$ cat src/rtl/rob_ring.sv
`default_nettype none
// ============================================================================
// Module   : rob_ring
// Purpose  : Parametrised reorder buffer. Allocates one entry per renamed
//            instruction in program order, records writeback completion out
//            of order, retires completed entries in order from the head and
//            optionally squashes everything younger than a mispredicted
//            instruction.
// Revision : 1.0  initial release
// ----------------------------------------------------------------------------
// Parameters
//   DEPTH   number of entries (power of two, >= 4)
//   PREG_W  physical register index width
//   PC_W    PC width
//   TAG_W   entry index width, derived as $clog2(DEPTH)
// Ports
//   clk, reset                      clock, synchronous active-high reset
//   alloc_valid/ready/tag           rename handshake, tag = current tail
//   alloc_pd_new/pd_old/pc          payload of the allocated instruction
//   wb_valid/wb_tag                 writeback completion of one entry
//   commit_valid/ready              retirement handshake on the head entry
//   commit_pd_new/pd_old/pc/tag     head entry contents (combinational)
//   flush_valid/flush_tag           mispredict recovery (keeps flush_tag)
//   full, empty, count              occupancy status
// Configuration
//   ROB_FLUSH_EN  when defined, flush squash logic is built; otherwise the
//                 flush ports are present but ignored.
// ============================================================================
module rob_ring #(
    parameter  int DEPTH  = 16,
    parameter  int PREG_W = 8,
    parameter  int PC_W   = 32,
    localparam int TAG_W  = $clog2(DEPTH)
) (
    input  logic              clk,
    input  logic              reset,
    input  logic              alloc_valid,
    output logic              alloc_ready,
    input  logic [PREG_W-1:0] alloc_pd_new,
    input  logic [PREG_W-1:0] alloc_pd_old,
    input  logic [PC_W-1:0]   alloc_pc,
    output logic [TAG_W-1:0]  alloc_tag,
    input  logic              wb_valid,
    input  logic [TAG_W-1:0]  wb_tag,
    output logic              commit_valid,
    input  logic              commit_ready,
    output logic [PREG_W-1:0] commit_pd_new,
    output logic [PREG_W-1:0] commit_pd_old,
    output logic [PC_W-1:0]   commit_pc,
    output logic [TAG_W-1:0]  commit_tag,
    input  logic              flush_valid,
    input  logic [TAG_W-1:0]  flush_tag,
    output logic              full,
    output logic              empty,
    output logic [TAG_W:0]    count
);

    localparam logic [TAG_W-1:0] c_tag_one   = {{(TAG_W-1){1'b0}}, 1'b1};
    localparam logic [TAG_W:0]   c_cnt_one   = {{TAG_W{1'b0}}, 1'b1};
    localparam logic [TAG_W:0]   c_cnt_depth = (TAG_W+1)'(DEPTH);

    // Entry state and pointers
    logic [DEPTH-1:0]  valid_q,    valid_d;
    logic [DEPTH-1:0]  complete_q, complete_d;
    logic [PREG_W-1:0] pd_new_q [DEPTH];
    logic [PREG_W-1:0] pd_new_d [DEPTH];
    logic [PREG_W-1:0] pd_old_q [DEPTH];
    logic [PREG_W-1:0] pd_old_d [DEPTH];
    logic [PC_W-1:0]   pc_q     [DEPTH];
    logic [PC_W-1:0]   pc_d     [DEPTH];
    logic [TAG_W-1:0]  head_q,  head_d;
    logic [TAG_W-1:0]  tail_q,  tail_d;
    logic [TAG_W:0]    count_q, count_d;

    logic w_full;
    logic w_flush_acc;
    logic w_alloc_fire;
    logic w_commit_valid;
    logic w_commit_fire;
    logic w_wb_fire;

    assign w_full = (count_q == c_cnt_depth);

`ifdef ROB_FLUSH_EN
    // Distance of the mispredicting entry from the head; every valid entry
    // further from the head than this is younger and gets squashed.
    logic [TAG_W-1:0] w_flush_age;
    assign w_flush_acc = flush_valid && valid_q[flush_tag];
    assign w_flush_age = flush_tag - head_q;
`else
    logic w_flush_unused;
    assign w_flush_acc    = 1'b0;
    assign w_flush_unused = &{1'b0, flush_valid, flush_tag};
`endif

    assign alloc_ready    = !w_full && !w_flush_acc;
    assign alloc_tag      = tail_q;
    assign w_alloc_fire   = alloc_valid && alloc_ready;
    assign w_commit_valid = valid_q[head_q] && complete_q[head_q];
    assign w_commit_fire  = w_commit_valid && commit_ready;
    assign w_wb_fire      = wb_valid && valid_q[wb_tag];

    assign commit_valid  = w_commit_valid;
    assign commit_pd_new = pd_new_q[head_q];
    assign commit_pd_old = pd_old_q[head_q];
    assign commit_pc     = pc_q[head_q];
    assign commit_tag    = head_q;
    assign full          = w_full;
    assign empty         = (count_q == '0);
    assign count         = count_q;

    always_comb begin
        valid_d    = valid_q;
        complete_d = complete_q;
        pd_new_d   = pd_new_q;
        pd_old_d   = pd_old_q;
        pc_d       = pc_q;
        head_d     = head_q;
        tail_d     = tail_q;
        count_d    = count_q;

        // Writeback first so that a squash below can cancel it.
        if (w_wb_fire) begin
            complete_d[wb_tag] = 1'b1;
        end

        if (w_commit_fire) begin
            valid_d[head_q]    = 1'b0;
            complete_d[head_q] = 1'b0;
            head_d             = head_q + c_tag_one;
        end

`ifdef ROB_FLUSH_EN
        if (w_flush_acc) begin
            for (int i = 0; i < DEPTH; i++) begin
                if ((TAG_W'(i) - head_q) > w_flush_age) begin
                    valid_d[i]    = 1'b0;
                    complete_d[i] = 1'b0;
                end
            end
            tail_d = flush_tag + c_tag_one;
        end
`endif

        // Allocation never coincides with an accepted flush.
        if (w_alloc_fire) begin
            valid_d[tail_q]    = 1'b1;
            complete_d[tail_q] = 1'b0;
            pd_new_d[tail_q]   = alloc_pd_new;
            pd_old_d[tail_q]   = alloc_pd_old;
            pc_d[tail_q]       = alloc_pc;
            tail_d             = tail_q + c_tag_one;
        end

`ifdef ROB_FLUSH_EN
        if (w_flush_acc) begin
            count_d = {1'b0, w_flush_age} + c_cnt_one;
            if (w_commit_fire) begin
                count_d = count_d - c_cnt_one;
            end
        end else
`endif
        if (w_alloc_fire && !w_commit_fire) begin
            count_d = count_q + c_cnt_one;
        end else if (w_commit_fire && !w_alloc_fire) begin
            count_d = count_q - c_cnt_one;
        end
    end

    always_ff @(posedge clk) begin
        if (reset) begin
            valid_q    <= '0;
            complete_q <= '0;
            head_q     <= '0;
            tail_q     <= '0;
            count_q    <= '0;
        end else begin
            valid_q    <= valid_d;
            complete_q <= complete_d;
            head_q     <= head_d;
            tail_q     <= tail_d;
            count_q    <= count_d;
        end
    end

    // Payload is only meaningful while the matching valid bit is set.
    always_ff @(posedge clk) begin
        pd_new_q <= pd_new_d;
        pd_old_q <= pd_old_d;
        pc_q     <= pc_d;
    end

endmodule
`default_nettype wire

$ cat config.mk
export PLATFORM = sky130hd
export DESIGN_NAME = rob_ring
export DESIGN_NICKNAME = d
export VERILOG_FILES = /design/src/rtl/rob_ring.sv
export SDC_FILE = /design/constraint.sdc
export NUM_CORES = 1
export LEC_CHECK = 0
export ABC_AREA = 1
export ABC_CLOCK_PERIOD_IN_PS = 3500
export BUFFER_PORTS_ARGS = -buffer_cell sky130_fd_sc_hd__clkbuf_2
export CORE_AREA = 4 4 276 305
export CTS_BUF_LIST = sky130_fd_sc_hd__clkbuf_8
export DETAILED_ROUTE_END_ITERATION = 12
export DIE_AREA = 0 0 280 309
export HOLD_SLACK_MARGIN = 0.12
export MAX_ROUTING_LAYER = met4
export PLACE_DENSITY = 0.53
export SKIP_CTS_REPAIR_TIMING = 1
export SLEW_MARGIN = 20
export SYNTH_ARGS = -nofsm -noshare
export SYNTH_HDL_FRONTEND = slang
export SYNTH_SLANG_ARGS = --single-unit
$ cat constraint.sdc
create_clock -name clk -period 3.5 [get_ports clk]
set_input_delay 0.35 -clock clk [delete_from_list [all_inputs] [get_ports clk]]
set_output_delay 0.35 -clock clk [all_outputs]
set_load 0.02 [all_outputs]
==> tab_implementation.tex <==
\begin{tabular}{lr}
\hline
Metric & Value \\
\hline
\multicolumn{2}{l}{\textbf{Run status}} \\
Status & complete, no violations \\
\multicolumn{2}{l}{\textbf{STA}} \\
Number of pins exceeding their max-slew limit in the final report & 0 \\
Ratio of final minimum period to clock period & 95.62\% \\
Unrepaired setup endpoints after global routing & true \\
Number of failing setup endpoints in the final timing report & 0 \\
Worst-case headroom to the max-slew limit & 33.58\% \\
Final worst slack & 153.4 ps \\
Final Skew & 26.35 ps \\
Final hold vios & 0 \\
Post-layout minimum cycle time & 3347 ps \\
Slew at the pin with the worst max-slew slack & 996.2 ps \\
Highest attainable clock frequency & 298.8 MHz \\
Total negative setup slack & 0 ps \\
\multicolumn{2}{l}{\textbf{Floorplan}} \\
Height of the die & 309 um \\
Floorplan Core Area & 81340 um2 \\
Count of pins on the block boundary & 127 \\
Cell Rows & 110 \\
Die span in x & 280 um \\
Initial cell density of the core & 39.68\% \\
Area of the die & 86520 um2 \\
\multicolumn{2}{l}{\textbf{Cells and area}} \\
Synthesis-to-layout area growth & 15.59\% \\
Most frequent cells in the layout & 768 x edfxtp\_1, 448 x nor2\_1, 392 x o21ai\_0, 327 x nand2\_1, 194 x o22ai\_1 \\
Share of post-route cells with drive strength above 1 & 12.56\% \\
Final non-filler cell area & 37310 um2 \\
Post-layout nets & 2898 \\
Leading cell type in the layout, fill and taps excluded & edfxtp\_1 \\
Fin util & 45.87\% \\
\multicolumn{2}{l}{\textbf{Drt}} \\
Residual DRC count & 0 \\
Average wire length per cell after detail routing & 22.50 um \\
Antenna viol nets, final & 0 \\
Sum of routed wire length over all layers & 89.89 mm \\
Via density per instance & 5.464 \\
Total via count after detailed routing & 21830 \\
Count of TritonRoute iterations in the first routing pass & 5 \\
First DRT Iteration DRCs & 1638 \\
\multicolumn{2}{l}{\textbf{Global routing}} \\
Met1 global-route usage & 26.15\% \\
Combined global-route utilization of all metal layers & 20.78\% \\
Met3 usage & 3.547\% \\
Gr busiest metal & met2 \\
Number of global-route vias before repair & 21308 \\
Met2 GRT Util & 33.82\% \\
Grt total ovfl & 0 \\
Wire length of the first global-routing pass & 131.3 mm \\
Number of antenna violations at the first check in global routing & 7 \\
Pin count of the biggest net entering global routing & 195 \\
\multicolumn{2}{l}{\textbf{Worst setup path}} \\
Critical-path maximum fanout & 181 \\
Critical path launch point type & register \\
Arr. time, crit path & 3000 ps \\
Startpoint-to-endpoint class of the critical path & register to output pin \\
Critical Path End Type & output pin \\
Worst endpoint required time & 3150 ps \\
Cells on worst reg2reg path & 19 \\
\multicolumn{2}{l}{\textbf{Pwr}} \\
Worst ir drop on vdd & 0.3087 mV \\
Pleak & 0.01293 uW \\
Pwr per Cell Area & 519.7 nW/um2 \\
\multicolumn{2}{l}{\textbf{Run}} \\
Max-capacitance violation count & 0 \\
\multicolumn{2}{l}{\textbf{Yosys}} \\
Syn. warnings & 0 \\
Area share of the largest cell type after synthesis & 71.45\% \\
Area of the mapped netlist & 32280 um2 \\
Post-Synthesis Net Count & 2704 \\
Area contributors post-synth & edfxtp\_1 71\%, o21ai\_0 6.2\%, nor2\_1 5.2\% \\
Flop and latch count out of synthesis & 813 \\
Post-synthesis sequential area ratio & 74.24\% \\
Number of distinct library cell variants in the gate-level netlist after synthesis & 30 \\
Post-synthesis instance total & 2629 \\
Average cell area after synthesis & 12.28 um2 \\
Leading area contributor after synthesis & edfxtp\_1 \\
\multicolumn{2}{l}{\textbf{Clock network}} \\
CTS tree & done \\
Sinks on the clock net & 813 \\
Cell chosen for the clock root & clkbuf\_8 \\
Clock slew seen by the registers of the worst setup and hold paths & 60 ps \\
Clock latency on the worst-skew pair & 780 ps \\
H-Tree Depth & 4 \\
Deepest clock path buffer count & 3 \\
Number of CTS-inserted buffers & 136 \\
\multicolumn{2}{l}{\textbf{Min path}} \\
Class of the worst hold path & input pin to register \\
Worst hold path depth & 6 \\
\multicolumn{2}{l}{\textbf{Placed design}} \\
Buffers on Ports & 121 \\
Last weighted congestion value of the routability-driven placer & 0.8502 \\
Worst setup slack after placement & 445.0 ps \\
Instance area after placement & 34190 um2 \\
DP HPWL & 43.00 mm \\
\hline
\end{tabular}
## final timing paths
kind / from / to / slack [ps]
setup reg to reg: commit_tag[0] / count[4] / 390
hold reg to reg: valid_q[6] / valid_q[6] / 460
hold / removal: wb_tag[0] / complete_q[10] / 100
setup / recovery: commit_tag[0] / commit_pc[10] / 150
## layout make-up
cell class	instances	area (um2)
clock inverter	94	481.7
fill	7342	44030
sequential	813	23970
antenna	8	20.02
tap	1064	1331
multi-input combinational	1562	7320
timing repair buffer	224	1847
inverter	86	355.3
clock buffer	144	1982
## registers in the layout, summed over array words and instances, names as in the netlist
signal      flops
pc_q          512
complete_q     16
alloc_tag       4
pd_old_q      128
count           5
pd_new_q      128
commit_tag      4
valid_q        16
## report_power, final
group	switching [uW]	internal (uW)	total, uW
Sequential	47.1	10800	10900
Clock	3690	4010	7700
Combinational	592	236	829
Total	4330	15100	19400
## metal layers
layer / vias to the layer above / routed length [um]
li1: 9955 / -
met1: 11000 / 38820
met2: 689 / 43540
met3: 186 / 4788
met4: 0 / 2737
met5: - / 0
## worst max-delay path: stages, from the launching register on
cell      delay [ps]
dfxtp_4          580
buf_16           480
o21ai_0          200
o22ai_1          200
nand2_1           70
nand4_1          240
clkbuf_2         210
## synth_stat cells
| cell | instances |
|---|---|
| a211oi_1 | 2 |
| a21o_1 | 1 |
| a21oi_1 | 38 |
| a31oi_1 | 3 |
| buf_1 | 10 |
| buf_2 | 23 |
| buf_4 | 3 |
| buf_6 | 3 |
| clkbuf_1 | 129 |
| dfxtp_1 | 45 |
| edfxtp_1 | 768 |
| fa_1 | 1 |
| ha_1 | 12 |
| inv_1 | 81 |
| inv_2 | 5 |
| nand2_1 | 327 |
| nand2_2 | 1 |
| nand3_1 | 70 |
| nand4_1 | 49 |
| nand4_2 | 1 |
| nor2_1 | 451 |
| nor2_2 | 1 |
| nor2_4 | 1 |
| nor3_1 | 1 |
| nor4_1 | 1 |
| o21ai_0 | 397 |
| o21ai_1 | 7 |
| o22ai_1 | 194 |
| xnor2_1 | 2 |
| xor2_1 | 2 |
## metrics by stage
| stage | hold WS [ps] | power, uW | instances |
|---|---|---|---|
| 4_1_cts | -119.6 | 19570 | 3931 |
| 3_5_place_dp | 452.1 | 11840 | 3693 |
| 3_3_place_gp | 453.2 | 11810 | 3693 |
| 2_1_floorplan | 440.3 | 11430 | 2629 |
| 5_1_grt | 129.5 | 20120 | 3994 |
| 6_report | 96.43 | 19390 | 3995 |
## logic make-up (layout without fill, tap and decap cells)
logic type                 after synthesis  count (layout)  share of synthesized area, %
AOI/OAI and AO/OA                      642             642                         10.74
xor gates and xnor gates                 4               4                        0.1086
adders and majority gates               13              13                        0.5272
buffers and inverters                  254             548                         3.148
DFF                                    813             813                         74.24
other                                    0               8                             0
and+or+nand+nor                        903             903                         11.23
Note: power is estimated with default switching activity, not from simulation.
